===== src/rtl/pc_pkg.sv =====
// Shared constants and the next-PC source encoding for the fetch-stage PC sequencer.
package pc_pkg;

    localparam int unsigned PC_WIDTH          = 32;
    localparam int unsigned PC_INC            = 4;
    localparam int unsigned PC_RAS_DEPTH      = 4;
    localparam logic [31:0] PC_RESET_VECTOR   = 32'h0000_0000;
    localparam logic [31:0] PC_EXC_VECTOR     = 32'h0000_0080;

    // Next-PC source, listed in decreasing priority.
    typedef enum logic [2:0] {
        SRC_RESET,
        SRC_EXC,
        SRC_REDIR,
        SRC_HOLD,
        SRC_RAS,
        SRC_SEQ
    } pc_src_e;

endpackage


===== src/rtl/return_addr_stack.sv =====
// Circular return-address stack: push, pop and replace-top, with saturating entry count.
module return_addr_stack
    import pc_pkg::*;
#(
    parameter int unsigned WIDTH = PC_WIDTH,
    parameter int unsigned DEPTH = PC_RAS_DEPTH
) (
    input  logic                       Clk,
    input  logic                       Reset,
    input  logic                       push,
    input  logic                       pop,
    input  logic                       replace,
    input  logic [WIDTH-1:0]           wr_data,
    output logic [WIDTH-1:0]           top,
    output logic [$clog2(DEPTH):0]     count
);

    localparam int unsigned PW = $clog2(DEPTH);
    localparam int unsigned CW = PW + 1;

    logic [WIDTH-1:0] mem [DEPTH];
    logic [PW-1:0]    ptr;
    logic [PW-1:0]    ptr_inc;

    // ptr addresses the current top entry; a push writes one slot above it,
    // so a full stack silently overwrites its oldest entry.
    assign ptr_inc = ptr + PW'(1);
    assign top     = mem[ptr];

    always_ff @(posedge Clk) begin
        if (Reset) begin
            ptr   <= '0;
            count <= '0;
        end else if (push) begin
            ptr <= ptr_inc;
            if (count != CW'(DEPTH)) begin
                count <= count + CW'(1);
            end
        end else if (pop && (count != '0)) begin
            ptr   <= ptr - PW'(1);
            count <= count - CW'(1);
        end
    end

    always_ff @(posedge Clk) begin
        if (!Reset) begin
            if (push) begin
                mem[ptr_inc] <= wr_data;
            end else if (replace) begin
                mem[ptr] <= wr_data;
            end
        end
    end

endmodule


===== src/rtl/pc_sequencer.sv =====
// Fetch-stage program counter: fixed-priority next-PC selection with return-address prediction.
module pc_sequencer
    import pc_pkg::*;
#(
    parameter int unsigned WIDTH        = PC_WIDTH,
    parameter logic [31:0] RESET_VECTOR = PC_RESET_VECTOR,
    parameter logic [31:0] EXC_VECTOR   = PC_EXC_VECTOR,
    parameter int unsigned INC          = PC_INC,
    parameter int unsigned RAS_DEPTH    = PC_RAS_DEPTH
) (
    input  logic                          Clk,
    input  logic                          Reset,
    input  logic                          Stall,
    input  logic                          Exception,
    input  logic                          Redirect,
    input  logic [WIDTH-1:0]              RedirectAddr,
    input  logic                          Call,
    input  logic                          Ret,
    output logic [WIDTH-1:0]              PCResult,
    output logic [WIDTH-1:0]              PCPlusInc,
    output logic [$clog2(RAS_DEPTH):0]    RasCount,
    output logic                          RetMiss
);

    localparam logic [WIDTH-1:0] RESET_PC = WIDTH'(RESET_VECTOR);
    localparam logic [WIDTH-1:0] EXC_PC   = WIDTH'(EXC_VECTOR);

    logic [WIDTH-1:0] pc_q;
    logic [WIDTH-1:0] pc_next;
    logic [WIDTH-1:0] ras_top;
    logic             ret_miss_q;
    logic             miss_next;
    logic             ras_push;
    logic             ras_pop;
    logic             ras_replace;
    pc_src_e          src;

    assign PCResult  = pc_q;
    assign PCPlusInc = pc_q + WIDTH'(INC);
    assign RetMiss   = ret_miss_q;

    // Redirect outranks Stall so a resolved branch is never lost behind a
    // stall; only the un-overridden Ret/Call path touches the stack.
    always_comb begin
        src         = SRC_SEQ;
        miss_next   = 1'b0;
        ras_push    = 1'b0;
        ras_pop     = 1'b0;
        ras_replace = 1'b0;
        if (Reset) begin
            src = SRC_RESET;
        end else if (Exception) begin
            src = SRC_EXC;
        end else if (Redirect) begin
            src = SRC_REDIR;
        end else if (Stall) begin
            src = SRC_HOLD;
        end else if (Ret) begin
            if (RasCount != '0) begin
                src         = SRC_RAS;
                ras_replace = Call;
                ras_pop     = !Call;
            end else begin
                miss_next = 1'b1;
                ras_push  = Call;
            end
        end else begin
            ras_push = Call;
        end
    end

    always_comb begin
        pc_next = PCPlusInc;
        case (src)
            SRC_RESET: pc_next = RESET_PC;
            SRC_EXC:   pc_next = EXC_PC;
            SRC_REDIR: pc_next = RedirectAddr;
            SRC_HOLD:  pc_next = pc_q;
            SRC_RAS:   pc_next = ras_top;
            default:   pc_next = PCPlusInc;
        endcase
    end

    always_ff @(posedge Clk) begin
        if (Reset) begin
            pc_q       <= RESET_PC;
            ret_miss_q <= 1'b0;
        end else begin
            pc_q       <= pc_next;
            ret_miss_q <= miss_next;
        end
    end

    return_addr_stack #(
        .WIDTH (WIDTH),
        .DEPTH (RAS_DEPTH)
    ) u_ras (
        .Clk     (Clk),
        .Reset   (Reset),
        .push    (ras_push),
        .pop     (ras_pop),
        .replace (ras_replace),
        .wr_data (PCPlusInc),
        .top     (ras_top),
        .count   (RasCount)
    );

endmodule


===== config.mk =====
export PLATFORM = sky130hd
export DESIGN_NAME = pc_sequencer
export DESIGN_NICKNAME = d
export VERILOG_FILES = /design/src/rtl/pc_pkg.sv /design/src/rtl/return_addr_stack.sv /design/src/rtl/pc_sequencer.sv
export SDC_FILE = /design/constraint.sdc
export NUM_CORES = 1
export LEC_CHECK = 0
export ABC_AREA = 1
export ABC_CLOCK_PERIOD_IN_PS = 10300
export BUFFER_PORTS_ARGS = -buffer_cell sky130_fd_sc_hd__buf_2
export CAP_MARGIN = 0
export CORE_MARGIN = 3
export CORE_UTILIZATION = 55
export DETAILED_ROUTE_END_ITERATION = 6
export MAX_ROUTING_LAYER = met4
export PLACE_DENSITY_LB_ADDON = 0.25
export SETUP_SLACK_MARGIN = 0.4
export SYNTH_ARGS = -nofsm -noshare
export SYNTH_HDL_FRONTEND = slang
export SYNTH_HIERARCHICAL = 1
export SYNTH_SLANG_ARGS = --single-unit

===== constraint.sdc =====
create_clock -name Clk -period 10.3 [get_ports Clk]
set_input_delay 0.515 -clock Clk [delete_from_list [all_inputs] [get_ports Clk]]
set_output_delay 0.515 -clock Clk [all_outputs]
set_load 0.1 [all_outputs]

* Word level (Yosys, flattened, before mapping)
Memory sizes are Yosys's and may differ from the RTL's. A register that Yosys moved wholly into a read port is not among the register bits. Cells that the tools add are included.
Cells by class: bitwise operators 1, multiply operators 0, reductions and logical operators 8, equal/unequal tests 6, $add $sub $neg 5, shift operators 0, divide/modulo/power cells 0, muxes and demuxes 43, order comparisons 0
Operators by type and width (count):
- 32-bit one-hot mux with 5 select lines | 1
- 32-bit by 3-bit adder with 32-bit output, second input constant | 1
- 32-bit 2-to-1 mux | 1
- 32-bit OR reduction | 1
- 1-bit 2-to-1 mux | 29
- 3-bit 2-to-1 mux | 7
- 2-bit 2-to-1 mux | 5
- 3-bit by 2-bit equality test with 1-bit output, second input constant | 2
- 5-bit OR reduction | 1
- 3-bit by 1-bit adder with 3-bit output, second input constant | 1
- 3-bit by 1-bit equality test with 1-bit output, second input constant | 1
- 3-bit equality test, second input constant | 1
- 3-bit zero test | 1
- 3-bit inequality test, second input constant | 1
- 3-bit nonzero test | 1
- 3-bit by 1-bit subtractor with 3-bit output, second input constant | 1
- 2-bit by 1-bit adder with 2-bit output, second input constant | 1
- 2-bit by 1-bit inequality test with 1-bit output, second input constant | 1
- 2-bit AND reduction | 1
- 2-bit nonzero test | 1
- 2-bit by 1-bit subtractor with 2-bit output, second input constant | 1
- 1-bit logical AND | 1
- 1-bit zero test | 1
- 1-bit inverter | 1
Storage, ports and cells: bits in latches 0, word-level logic and storage cells 68, bits in read-only memories 0, output and inout port bits 68, memories 1, input port bits 39, register bits after elaboration 38, memory bits (writable) 128
Memory list:
- u_ras.mem | depth 4, bits a word 32, rd ports 1, clocked after memory_dff 1, wr ports 1, RTL line return_addr_stack.sv:21 | logic [WIDTH-1:0] mem [DEPTH];

* Logic depth before layout (Yosys ltp)
depth in word-level cells 13, depth in mapped cells 14, mapped depth without buffers 13

* Hierarchy
The synthesis kept the hierarchy.
By module, submodules not included:
- return_addr_stack | area an instance 5149.9 um^2, instances 1, sequential area each 3983.8 um^2, cells each 376
- pc_sequencer | area an instance 2768.9 um^2, instances 1, sequential area each 660.6 um^2, cells each 485

* Worst setup path after synthesis
Ideal clock, no wire load.
path type register to register, from reg pc_q[2], in the netlist PCResult[2], to mem u_ras/mem[0][9] (netlist bit), data pin, slack 6.089 ns, clock period less this slack 4.211 ns, data arrival time 3.677 ns, cell stages (with the launch flop) 5, data required time 9.765 ns, buffers on the path 0, setup time 0.535 ns, cells stage by stage dfxtp_1 -> inv_2 -> nor2_4 -> nand2_2 -> xnor2_1
Between the ends: longest elaborated chain between the ends 2
RTL lines:
- start: declaration | RTL line pc_sequencer.sv:28 | logic [WIDTH-1:0] pc_q;
- start signal: assignment | RTL line pc_sequencer.sv:89 | pc_q <= pc_next;
- 32-bit by 3-bit adder with 32-bit output | RTL line pc_sequencer.sv:39 | assign PCPlusInc = pc_q + WIDTH'(INC);
- via PCPlusInc[9] | RTL line pc_sequencer.sv:20 | output logic [WIDTH-1:0] PCPlusInc,
- 32-bit 2-to-1 mux (no source line)
- end: declaration | RTL line return_addr_stack.sv:21
The timed path passes the listed nets, and every way through them passes these cells.

* Final worst setup path
from in Reset, to mem u_ras/mem[0][12] (netlist bit) (enable)
Between the ends: elaborated cells between the ends (all ways) 12, those cells by class mux (11); reduce/logical (1)
RTL lines:
- start: declaration | RTL line pc_sequencer.sv:12 | input logic Reset,
- 1-bit 2-to-1 mux (*) | RTL line pc_sequencer.sv:50 | if (Reset) begin
- via ras_push | RTL line pc_sequencer.sv:33 | logic ras_push;
- 1-bit 2-to-1 mux | RTL line return_addr_stack.sv:47 | if (push) begin
- 1-bit 2-to-1 mux | RTL line return_addr_stack.sv:46 | if (!Reset) begin
- 1-bit 2-to-1 mux (not written as such) | RTL line return_addr_stack.sv:50 | mem[ptr] <= wr_data;
- 32-bit OR reduction (no source line)
- 2-bit 2-to-1 mux (no source line) or 1-bit 2-to-1 mux (tied branches)
Mark *: on every way through the listed nets, which the timed path passes. The rest lies on a longest branch.

==> run summary <==
Yosys cell types - 38
NumNets Final - 996
Core Region - 13990 um2
cells after synthesis - 861
CP Cell Sequence - buf_2 > inv_2 > nand2_1 > nor2_4 > nand2_1 > nor2_1 > inv_2 > nand3_4 > nand2_1 > o21ai_2 > inv_1 > nor2_4
share of cells above drive strength 1 - 0.1901
Die ar. - 15870 um2
Starting Density - 0.5661
area leader, netlist - edfxtp_1
CP most frequent cell - nand2_1
multi-input logic area - 2892 um2
Rows - 43
Compound-Gate Fraction of Synth Area - 0.07410
Hold Crit Class - in -> reg
CP required - 10340 ps
first-pass GRT wire length - 30.82 mm
syn_nets - 902
Slew HR - 0.2767
Reg2Reg Launch Point - u_ras/count[0]
#FFs+latches synth - 168
Num CTS Buffers - 17
Overall Power - 1.578 mW
ANT cells - 0
Worst-path clk slew - 60 ps
wire length per cell - 16.69 um
min Tclk post-route - 3346 ps
FF+latch area - 4646 um2
Total GRT Usage - 0.2562
setup total negative slack - 0 ps
largest cells by area after synthesis - edfxtp_1, nand2_1, dfxtp_1
HP Start - RedirectAddr[8]
synth warn - 6
Post-Route WL - 19.16 mm
status - finished clean
Post-synth EDFFs - 128
die width - 126.0 um
startpoint types - input pin
r2r setup slk - 7490 ps
Antenna Nets Post-Route - 0
largest family of logic cells by synthesized area - simple AND/OR/NAND/NOR gates
Final Cell Area - 9079 um2
actual slew at the worst max-slew pin - 1082 ps
Fill cells - 1166
Gates resized, CTS repair - 0
Crit. End Element - flip-flop
drt pass-1 iters - 5
post-DP HPWL - 12.71 mm
clock sinks - 168
Achievable Freq - 0.2988 GHz
Bufs on Longest Clock Path - 2
CTS tree - yes
Post-synth top cells - nand2_1, nor2_1, edfxtp_1
reported max-cap violation count - 0
grt ovf - 0
Area after DPL - 8527 um2
H-tree levels - 4
# Post-CTS Setup Buffers - 0
clk_lat worst skew - 430 ps
largest net degree at the start of global routing - 66
worst vdd ir - 0.0001700 V
CP max stage cell - nor2_4
max incr delay on CP - 830 ps
DR vias - 6266
DRC errors left - 0
port bufs - 106
final-report setup violation count - 0
Critical path buffers and inverters - 4
initial antenna violation count - 0
mux share of post-synthesis cell area - 0
Final Slew Violations - 0
hold_ws - 304.1 ps
worst endpoint data arrival time - 3390 ps
critical path class - in -> reg
Synth Area in Adders - 0.004108
leakage power - 3.671 nW
Die Ht - 126.0 um
# hold bufs at CTS - 0
DRT iter0 DRCs - 673
Final Hold Fails - 0
pwr dens - 173.8 nW/um2
Seq/Total Area, Yosys - 0.5865
reg-to-reg critical path endpoint - u_ras/mem[0][12]
hold worst-path end - PCResult[8]
synthesized area - 7919 um2
synthesized-area fraction occupied by and/or/nand/nor cells - 0.2596
fin util - 0.6490
reg2reg path depth - 11
Synth top area share - 0.4854
worst hold path stage count - 3
Primary FF master, synth - edfxtp_1
I/O Pins - 107
vias in the first global route - 6000
skew final - 10.37 ps
clk root buf - clkbuf_16
gpl congestion - 0.8906
unrepaired setup endpoints after global routing - false
crit path max fanout - 32
fin crit share - 0.3249
Via density - 5.458
Crit. path cell count - 12
Mean Syn Cell Area - 9.197 um2
Worst path top cell family by delay - simple AND/OR/NAND/NOR gates
most common cell in the netlist - nand2_1
async set-reset flop share out of synthesis - 0
post-synthesis xor/xnor area fraction - 0.02354
synth-to-layout area growth - 14.65%
## layout make-up
class | instances | area share
Tap cell | 180 | 0.02481
Inverter | 57 | 0.02412
Sequential cell | 168 | 0.5117
Timing Repair Buffer | 108 | 0.06009
Clock buffer | 28 | 0.05582
Clock inverter | 4 | 0.004961
Multi-Input combinational cell | 603 | 0.3185
## per-stage QoR
stage | setup slack, ps | std cells
after floorplan | 6089 | 861
after global placement | 6616 | 1116
after detailed placement | 6492 | 1116
after CTS | 6951 | 1148
after global routing | 6656 | 1148
final | 6954 | 1148
## how the worst max path moves through the flow
stage	startpoint	to	slack, ps
floorplan	PCResult[2]	u_ras/mem[0][9]	6090
global placement	Stall	u_ras/mem[0][12]	6620
detailed placement	Reset	u_ras/mem[0][29]	6490
CTS	Reset	u_ras/mem[0][15]	6950
global route	Stall	u_ras/mem[0][12]	6660
finish	Reset	u_ras/mem[0][12]	6950
## worst register-to-register path, cell delays in order (launching register included)
cell	delay, ps
dfxtp_1	360
nor2_1	110
nand2_1	100
nand2_1	100
inv_1	40
nor2_1	260
inv_2	160
nand3_4	120
nand2_1	70
o21ai_2	130
inv_1	120
nor2_4	830
## metal layers
layer  global-route usage  wire length, um  vias to the layer above
li1                     -                -                     3064
met1               0.3255             8019                     2932
met4              0.08580              362                        0
met5                    -                0                        -
met2               0.4085             9310                      240
met3              0.06149             1469                       30
## report_power, final
group | total, mW | internal (mW) | switching, mW
combinational | 0.219 | 0.0321 | 0.187
clock | 0.600 | 0.357 | 0.243
sequential | 0.759 | 0.742 | 0.0168
## cells by family (layout without fill, tap and decap cells)
family                   count (synthesis)  count (layout)
flip-flops                             168             168
buffers and inverters                   90             197
adder cells (fa/ha/maj)                  2               2
XOR/XNOR                                17              17
AO/OA/AOI/OAI                          108             108
AND/OR/NAND/NOR                        476             476
## placed cells by master, fill, tap and decap left out, drive strengths merged, types with 2 or more instances in the layout
master,netlist,layout
a21oi,5,5
nand3b,3,3
clkbuf,6,28
nor2,159,159
edfxtp,128,128
nand4,8,8
clkinv,0,3
buf,27,108
and2,2,2
o21ai,70,70
xor2,10,10
inv,57,57
o22ai,32,32
nand2,242,242
dfxtp,40,40
xnor2,7,7
nand3,59,59
## state kept, by name, indices dropped and copies added, names as in the netlist, named ones only
register / count
u_ras/mem: 128
PCResult: 32
u_ras/count: 3
u_ras/ptr: 2
RetMiss: 1
Power figures use the tool's default switching activity.
